===== src/rtl/ipu_pkg.sv =====
// Shared image-pipeline definitions: writeback FSM encoding, lane geometry, tag fields and
// the pending-pixel record used by pixel_writeback_packer.
package ipu_pkg;

  localparam int unsigned LANES  = 4;
  localparam int unsigned LANE_W = 2;
  localparam int unsigned H_W    = 9;
  localparam int unsigned V_W    = 9;
  localparam int unsigned COL_W  = H_W - LANE_W;
  localparam int unsigned TAG_W  = V_W + COL_W;

  localparam logic [1:0] StAccum = 2'd0;
  localparam logic [1:0] StReq   = 2'd1;
  localparam logic [1:0] StWrite = 2'd2;

  typedef struct packed {
    logic [TAG_W-1:0]  tag;
    logic [LANE_W-1:0] lane;
    logic [7:0]        pix;
  } pend_t;

  function automatic logic [8*LANES-1:0] lane_insert(input logic [8*LANES-1:0] word,
                                                     input logic [LANE_W-1:0]  lane,
                                                     input logic [7:0]         pix);
    logic [8*LANES-1:0] r;
    r = word;
    r[{lane, 3'b000} +: 8] = pix;
    return r;
  endfunction

endpackage


===== src/rtl/pixel_clamp.sv =====
// Converts a signed convolution result to an 8-bit pixel by clamping to 0..255.
// Define PIXEL_WB_ABS_EN to take the absolute value first (edge-magnitude output).
module pixel_clamp (
  input  logic signed [15:0] pix_in,
  output logic        [7:0]  pix_out
);

  logic signed [16:0] ext;

  always_comb begin
    ext = {pix_in[15], pix_in};
`ifdef PIXEL_WB_ABS_EN
    // 17 bits so that -32768 negates to a positive value.
    if (ext[16]) ext = -ext;
`else
    ext = ext;
`endif
    if (ext[16]) begin
      pix_out = 8'h00;
    end else if (ext > 17'sd255) begin
      pix_out = 8'hFF;
    end else begin
      pix_out = ext[7:0];
    end
  end

endmodule


===== src/rtl/pixel_writeback_packer.sv =====
// Packs clamped pixels into 32-bit words and writes them through a shared, arbitrated
// frame-memory port. Macro PIXEL_WB_ABS_EN (via pixel_clamp) selects abs-before-clamp.
module pixel_writeback_packer
  import ipu_pkg::*;
#(
  parameter logic [7:0]  FILL_BYTE = 8'h00,
  parameter int unsigned CNT_W     = 16
) (
  input  logic               clk,
  input  logic               reset,
  input  logic               pix_valid,
  output logic               pix_ready,
  input  logic signed [15:0] pix_data,
  input  logic [H_W-1:0]     pix_h,
  input  logic [V_W-1:0]     pix_v,
  input  logic               frame_end,
  output logic               mem_req,
  input  logic               mem_grant,
  output logic               mem_we,
  output logic [TAG_W-1:0]   mem_addr,
  output logic [8*LANES-1:0] mem_data,
  output logic               busy,
  output logic [CNT_W-1:0]   words_written
);

  logic [1:0]         state_q, state_d;
  logic [LANES-1:0]   mask_q, mask_d;
  logic [TAG_W-1:0]   tag_q, tag_d;
  logic [8*LANES-1:0] word_q, word_d;
  logic               pend_vld_q, pend_vld_d;
  pend_t              pend_q, pend_d;
  logic [CNT_W-1:0]   cnt_q, cnt_d;
  logic               live_q;

  logic [7:0]         pix_byte;
  logic [TAG_W-1:0]   in_tag;
  logic [LANE_W-1:0]  in_lane;
  logic [LANES-1:0]   in_bit;
  logic               accept;
  logic               miss;

  pixel_clamp u_clamp (
    .pix_in  (pix_data),
    .pix_out (pix_byte)
  );

  assign in_tag    = {pix_v, pix_h[H_W-1:LANE_W]};
  assign in_lane   = pix_h[LANE_W-1:0];
  assign in_bit    = LANES'(1) << in_lane;
  // live_q holds ready low until the first clock edge after reset is released.
  assign pix_ready = live_q & (state_q == StAccum) & ~pend_vld_q;
  assign accept    = pix_valid & pix_ready;

  always_comb begin
    state_d    = state_q;
    mask_d     = mask_q;
    tag_d      = tag_q;
    word_d     = word_q;
    pend_vld_d = pend_vld_q;
    pend_d     = pend_q;
    cnt_d      = cnt_q;
    miss       = 1'b0;
    unique case (state_q)
      StAccum: begin
        if (accept) begin
          if (mask_q == '0) begin
            tag_d  = in_tag;
            mask_d = in_bit;
            word_d = lane_insert({LANES{FILL_BYTE}}, in_lane, pix_byte);
          end else if (tag_q == in_tag) begin
            mask_d = mask_q | in_bit;
            word_d = lane_insert(word_q, in_lane, pix_byte);
          end else begin
            miss       = 1'b1;
            pend_vld_d = 1'b1;
            pend_d     = '{tag: in_tag, lane: in_lane, pix: pix_byte};
          end
        end
        if (miss || (mask_d == '1) || (frame_end && (mask_d != '0))) state_d = StReq;
      end
      StReq: begin
        if (mem_grant) state_d = StWrite;
      end
      StWrite: begin
        state_d = StAccum;
        cnt_d   = cnt_q + CNT_W'(1);
        // A pixel held back by a tag miss opens the next word as the write completes.
        if (pend_vld_q) begin
          pend_vld_d = 1'b0;
          tag_d      = pend_q.tag;
          mask_d     = LANES'(1) << pend_q.lane;
          word_d     = lane_insert({LANES{FILL_BYTE}}, pend_q.lane, pend_q.pix);
        end else begin
          mask_d = '0;
        end
      end
      default: state_d = StAccum;
    endcase
  end

  always_ff @(posedge clk or posedge reset) begin
    if (reset) begin
      state_q    <= StAccum;
      mask_q     <= '0;
      tag_q      <= '0;
      word_q     <= '0;
      pend_vld_q <= 1'b0;
      pend_q     <= '0;
      cnt_q      <= '0;
      live_q     <= 1'b0;
    end else begin
      state_q    <= state_d;
      mask_q     <= mask_d;
      tag_q      <= tag_d;
      word_q     <= word_d;
      pend_vld_q <= pend_vld_d;
      pend_q     <= pend_d;
      cnt_q      <= cnt_d;
      live_q     <= 1'b1;
    end
  end

  assign mem_req       = (state_q == StReq);
  assign mem_we        = (state_q == StWrite);
  assign mem_addr      = tag_q;
  assign mem_data      = word_q;
  assign busy          = (mask_q != '0) | pend_vld_q | (state_q != StAccum);
  assign words_written = cnt_q;

endmodule


===== config.mk =====
export PLATFORM = sky130hd
export DESIGN_NAME = pixel_writeback_packer
export DESIGN_NICKNAME = d
export VERILOG_FILES = /design/src/rtl/ipu_pkg.sv /design/src/rtl/pixel_clamp.sv /design/src/rtl/pixel_writeback_packer.sv
export SDC_FILE = /design/constraint.sdc
export NUM_CORES = 1
export LEC_CHECK = 0
export BUFFER_PORTS_ARGS = -buffer_cell sky130_fd_sc_hd__clkbuf_2
export CORE_ASPECT_RATIO = 1.4
export CORE_UTILIZATION = 30
export CTS_CLUSTER_DIAMETER = 200
export CTS_CLUSTER_SIZE = 28
export DETAILED_ROUTE_END_ITERATION = 10
export MAX_ROUTING_LAYER = met4
export SLEW_MARGIN = 20
export SYNTH_ARGS = -nofsm -noshare
export SYNTH_HDL_FRONTEND = slang
export SYNTH_HIERARCHICAL = 1
export SYNTH_SLANG_ARGS = --single-unit

===== constraint.sdc =====
create_clock -name clk -period 2.9 [get_ports clk]
set_clock_uncertainty 0.1 [all_clocks]
set_input_delay 0.145 -clock clk [delete_from_list [all_inputs] [get_ports clk]]
set_output_delay 0.145 -clock clk [all_outputs]
set_load 0.02 [all_outputs]

## Yosys cells after proc, flatten, opt, wreduce, memory -nomap -nowiden

Cells that the tools add are included.

| storage, ports and cells | value |
|---|---|
| bits in registers | 98 |
| bits of input ports | 39 |
| word-level logic and storage cells | 86 |

| operators by class | value |
|---|---|
| multiplexer cells | 29 |
| $lt $le $gt $ge | 1 |
| equality and inequality tests | 12 |
| shift operators | 6 |
| add/subtract/negate cells | 3 |
| reduce and logical (&&, ||, !) cells | 14 |
| bitwise logic cells | 11 |

Operators by type and width:

| operator | count |
|---|---|
| $mux W32 | 4 |
| $and A32 B32 Y32 | 2 |
| $pmux W32 S2 | 1 |
| $shift A8 B7 Y32 const A | 2 |
| $shiftx A8 B7 Y32 | 2 |
| $mux W16 | 3 |
| $bwmux W32 | 1 |
| $pmux W16 S2 | 1 |
| $mux W4 | 5 |
| $add A16 B1 Y16 const B | 1 |
| $eq A16 B16 Y1 | 1 |
| $gt A16 B9 Y1 const B | 1 |
| $mux W8 | 2 |
| $reduce_and A4 Y1 | 4 |
| $neg A5 Y7 | 2 |
| $ne A2 B1 Y1 const B | 4 |
| $pmux W4 S2 | 1 |
| $reduce_bool A4 Y1 | 2 |
| $shl A1 B2 Y4 const A | 2 |
| $mux W1 | 7 |
| $ne A2 B2 Y1 const B | 3 |
| $eq A4 B4 Y1 const B | 1 |
| $logic_not A4 Y1 | 1 |
| $mux W2 | 2 |
| other kinds (14) | 21 |

## Logic depth before layout (Yosys ltp)

| depth | value |
|---|---|
| depth in word-level cells | 11 |
| depth in mapped cells | 9 |
| depth with buffers taken out | 7 |

## Hierarchy

The synthesis kept the hierarchy.

Modules (own cells, without submodules):

| module | cells an instance | times used | sequential area each (µm²) | area an instance (µm²) |
|---|---|---|---|---|
| pixel_writeback_packer | 449 | 1 | 2,452.4 | 5,054.8 |
| pixel_clamp | 20 | 1 | 0.0 | 113.9 |

## Least setup slack after synthesis

Ideal clock, no wire load.

| path | value |
|---|---|
| kind | reg2reg |
| start | reg pend_q[8] in the netlist's numbering |
| end | reg word_q[24], in the netlist mem_data[24] |
| data arrival time | 1.973 ns |
| library setup time | 0.066 ns |
| clock period less this slack | 2.138 ns |
| stages on the path, launching flop included | 6 |
| path buffers | 0 |
| slack | 0.762 ns |
| path through | dfrtp_1 -> inv_1 -> ha_1 -> nor4_1 -> a22o_1 -> mux2_1 |

| on the way | value |
|---|---|
| longest elaborated chain between the ends | 5 |
| elaborated cells between the ends (all ways) | 6 |
| classes of those cells | 1 x add/sub; 2 x shift; 2 x mux; 1 x bitwise |

Ends and longest elaborated chain:

| item | RTL line | RTL |
|---|---|---|
| start: declaration | pixel_writeback_packer.sv:31 | `pend_t pend_q, pend_d;` |
| start signal: assignment | pixel_writeback_packer.sv:117 | `pend_q <= pend_d;` |
| $neg A5 Y7 (*) | ipu_pkg.sv:27 | `r[{lane, 3'b000} +: 8] = pix;` |
| $shiftx A8 B7 Y32 / $shift A8 B7 Y32 (equally long branches) | ipu_pkg.sv:27 |  |
| $and A32 B32 Y32 (no line) (*) | - |  |
| $mux W32 (*) | pixel_writeback_packer.sv:88 | `if (pend_vld_q) begin` |
| $pmux W32 S2 (*) | pixel_writeback_packer.sv:63 | `unique case (state_q)` |
| end signal: assignment | pixel_writeback_packer.sv:115 | `word_q <= word_d;` |
| end: declaration | pixel_writeback_packer.sv:29 | `logic [8*LANES-1:0] word_q, word_d;` |

Mark *: on every way between the ends. The rest lies on a longest branch, timed or not. The select of a mux whose other input is x is not followed.
A chain may end at the register's enable or synchronous reset.

## Final worst setup path

| path | value |
|---|---|
| start | reg pend_vld_q |
| end | reg pend_q[25] in the netlist's numbering |

| on the way | value |
|---|---|
| longest elaborated chain between the ends | 4 |

Ends and longest elaborated chain:

| item | RTL line | RTL |
|---|---|---|
| start: declaration | pixel_writeback_packer.sv:30 | `logic pend_vld_q, pend_vld_d;` |
| start signal: assignment | pixel_writeback_packer.sv:116 | `pend_vld_q <= pend_vld_d;` |
| $not A1 Y1 | pixel_writeback_packer.sv:51 | `assign pix_ready = live_q & (state_q == StAccum) & ~pend_vld_q;` |
| $and A1 B1 Y1 | pixel_writeback_packer.sv:51 |  |
| $and A1 B1 Y1 | pixel_writeback_packer.sv:52 | `assign accept = pix_valid & pix_ready;` |
| $reduce_and A4 Y1 (no line) | - |  |

No other way between the ends.

==> metrics.md <==
| Metric | Value |
|---|---|
| Tcrit/Tclk final | `0.812` |
| Initial Utilization | `0.307` |
| CTS tree | `built` |
| Crit start category | `flop` |
| Mapped Cells | `469` |
| Syn nets | `520` |
| Die width | `113 um` |
| Post-synth ARST share | `1.00` |
| Storage element area | `0.00245 mm^2` |
| Synth area leaders | `dfrtp_1 (47%), mux2_4 (7.0%), a31oi_1 (4.1%)` |
| WL/cell | `16.8 um` |
| NumNets Final | `634` |
| Initial antenna violation count | `0` |
| Clock Path Buffers | `2` |
| Layout cell share with drive strength beyond 1 | `0.289` |
| Post-CTS Setup Repair Bufs | `0` |
| Drt total wl | `13.3 mm` |
| Combinational share of power | `0.389` |
| Outcome | `completed` |
| Switch share | `0.408` |
| Root buf cell | `clkbuf_16` |
| Peak supply drop | `0.492 mV` |
| CP Class | `flop to flop` |
| Slew Limit Fails | `0` |
| RSZ-0062 raised after global routing | `no` |
| Reg clk slew, reported paths | `0.07 ns` |
| EDFF count, synth | `0` |
| Final ANT Viol Nets | `0` |
| R2R depth | `4` |
| Vias | `4076` |
| Pre-CTS WS | `0.608 ns` |
| Multi-input logic area | `0.00250 mm^2` |
| Setup violators final | `0` |
| FF-to-FF Start | `pend_vld_q` |
| CP required | `3.02 ns` |
| IO Port Bufs | `106` |
| Die span in y | `157 um` |
| Most frequent cells in the layout | `clkbuf_2 (106), dfrtp_1 (98), nand2_1 (41), a31oi_1 (34), a21oi_1 (33)` |
| Hold path depth | `2` |
| Clock sink count | `98` |
| Worst Slack Setup Final | `0.546 ns` |
| Clk Latency, worst-skew pair | `0.35 ns` |
| Synth Flop Type | `dfrtp_1` |
| Yosys reg bits | `98` |
| Ys Warns | `6` |
| Vias per cell | `5.15` |
| Sequential share of the synthesized area | `0.474` |
| Final Wtd Congestion | `0.872` |
| Most common cell after layout, fill and taps aside | `clkbuf_2` |
| Reg-to-reg endpoint | `pend_q[25]` |
| Total power divided by cell area | `942 mW/mm^2` |
| Sw Pwr | `2.44 mW` |
| R2r setup slk | `0.55 ns` |
| Crit path max fanout | `31` |
| Sequential Power Share | `0.403` |
| Post-DP HPWL | `9.67 mm` |
| Fill count | `1664` |
| DRT Pass-1 Iters | `4` |
| Setup TNS | `0 ns` |
| Top cell type's share of synthesized area | `0.474` |
| Vias in the first global route | `3985` |
| Final Hold Fails | `0` |
| Post-Syn Area per Cell | `11.0 um^2` |
| Diode count | `0` |
| Worst hold slack | `0.0178 ns` |
| Power consumption | `5.97 mW` |
| CP Capture Type | `flop` |
| Crit path DAT | `2.48 ns` |
| DR iter-0 viols | `157` |
| Yosys top cell by area | `dfrtp_1` |
| Hold Path Class | `primary input to flop` |
| Total CTS buffers | `9` |
| Netlist cell types | `49` |
| Core outline area | `0.0168 mm^2` |
| Slew HR | `0.414` |
| Clock power frac | `0.208` |
| Total grt overflow | `0` |
| DRC violations left | `0` |
| Tightest Pin Transition | `0.872 ns` |
| Core Rows | `56` |
| # IOs | `107` |
| Min Tclk post-route | `2.35 ns` |
| Hold_sp | `pix_v[8]` |
| Pint | `3.53 mW` |
| GRT Total Usage | `0.156` |
| First-pass GRT wire length | `20.8 mm` |
| CTS HTree Levels | `3` |
| Die ar. | `0.0178 mm^2` |
| Synth-to-Final Area Change | `22.6%` |
| Hold path endpoint | `pend_q[25]` |
| Largest net degree at the start of global routing | `64` |
| Pleak | `2.90 nW` |
| Max Freq | `425 MHz` |
| Max-Cap Viols | `0` |
| Post-synthesis instance area | `0.00517 mm^2` |
-- critical path, stage by stage, from the launching register on --
cell and delay, ns:
dfrtp_1 0.51, nor3_2 0.28, and3_1 0.35, and3_4 0.63
mux2_4 0.35
-- registers in the layout, indices dropped and copies added (netlist names) --
| name | flops |
|---|---|
| words_written | 16 |
| mem_addr | 16 |
| state_q | 2 |
| pend_vld_q | 1 |
| mask_q | 4 |
| mem_data | 32 |
| pend_q | 26 |
| live_q | 1 |
-- logic make-up after synthesis --
| logic type | count (synthesis) | share of synthesized area |
|---|---|---|
| AO/OA/AOI/OAI | 133 | 0.164 |
| XOR/XNOR | 31 | 0.0525 |
| adder cells (fa/ha/maj) | 12 | 0.0290 |
| buffers and inverters | 41 | 0.0414 |
| flip-flops | 98 | 0.474 |
| multiplexers | 48 | 0.118 |
| other | 1 | 0.000726 |
| AND/OR/NAND/NOR | 105 | 0.120 |
-- power by group through the flow --
stage	combinational [mW]	sequential, mW	clock [mW]
global placement	2.27	2.40	0
detailed placement	2.32	2.41	0
global route	2.52	2.48	1.33
floorplan	1.42	2.61	0
finish	2.32	2.41	1.24
CTS	2.34	2.40	1.28
-- final cells by class --
cell class / count / share of cell area
Clock inverter: 4 / 0.00928
Sequential cell: 98 / 0.387
Timing Repair Buffer: 130 / 0.121
Tap cell: 203 / 0.0401
Inverter: 14 / 0.00869
Multi-Input combinational cell: 330 / 0.395
Clock buffer: 12 / 0.0389
-- through the flow --
step	instances	area (um^2)	utilization
global placement	757	5850	0.348
global route	791	6340	0.377
finish	791	6340	0.377
detailed placement	757	5850	0.348
CTS	791	6340	0.377
floorplan	469	5170	-
-- Yosys cell counts, types with 3 or more instances --
cell,instances
dfrtp_1,98
nand2_1,41
a31oi_1,34
a21oi_1,33
a22oi_1,25
nor2_1,25
mux2_4,24
o21ai_0,21
xor2_1,20
mux2i_1,16
inv_1,13
ha_1,12
xnor2_1,11
a22o_1,8
buf_2,8
mux2_1,8
buf_4,5
clkbuf_1,5
nand3_1,5
nor4_4,5
buf_1,4
buf_6,4
nand4_1,4
nor3_1,4
a211oi_1,3
nor4_1,3
-- metal layers --
layer	track usage	up-vias	wire length (um)
met5	-	-	0
met4	0.0545	0	253
met3	0.0281	26	534
met2	0.273	109	6930
met1	0.180	2012	5530
li1	-	1929	-
-- worst max-delay path by stage --
stage | end | from | slack [ns] | cells past startpoint
2_1_floorplan | live_q | reset | 0.09 | 1
3_3_place_gp | pend_q[21] | pend_vld_q | 0.61 | 4
3_5_place_dp | pend_q[11] | pend_vld_q | 0.61 | 4
4_1_cts | pend_q[11] | pend_vld_q | 0.58 | 4
5_1_grt | state_q[0] | pend_vld_q | 0.42 | 5
6_report | pend_q[25] | pend_vld_q | 0.55 | 4
-- timing repair --
| action | 4_1_cts | 5_1_grt |
|---|---|---|
| hold buffers | 18 | 0 |
| resized for setup | 0 | 0 |
| hold endpoints to repair | 80 | 0 |
(Power assumes the default switching activity.)
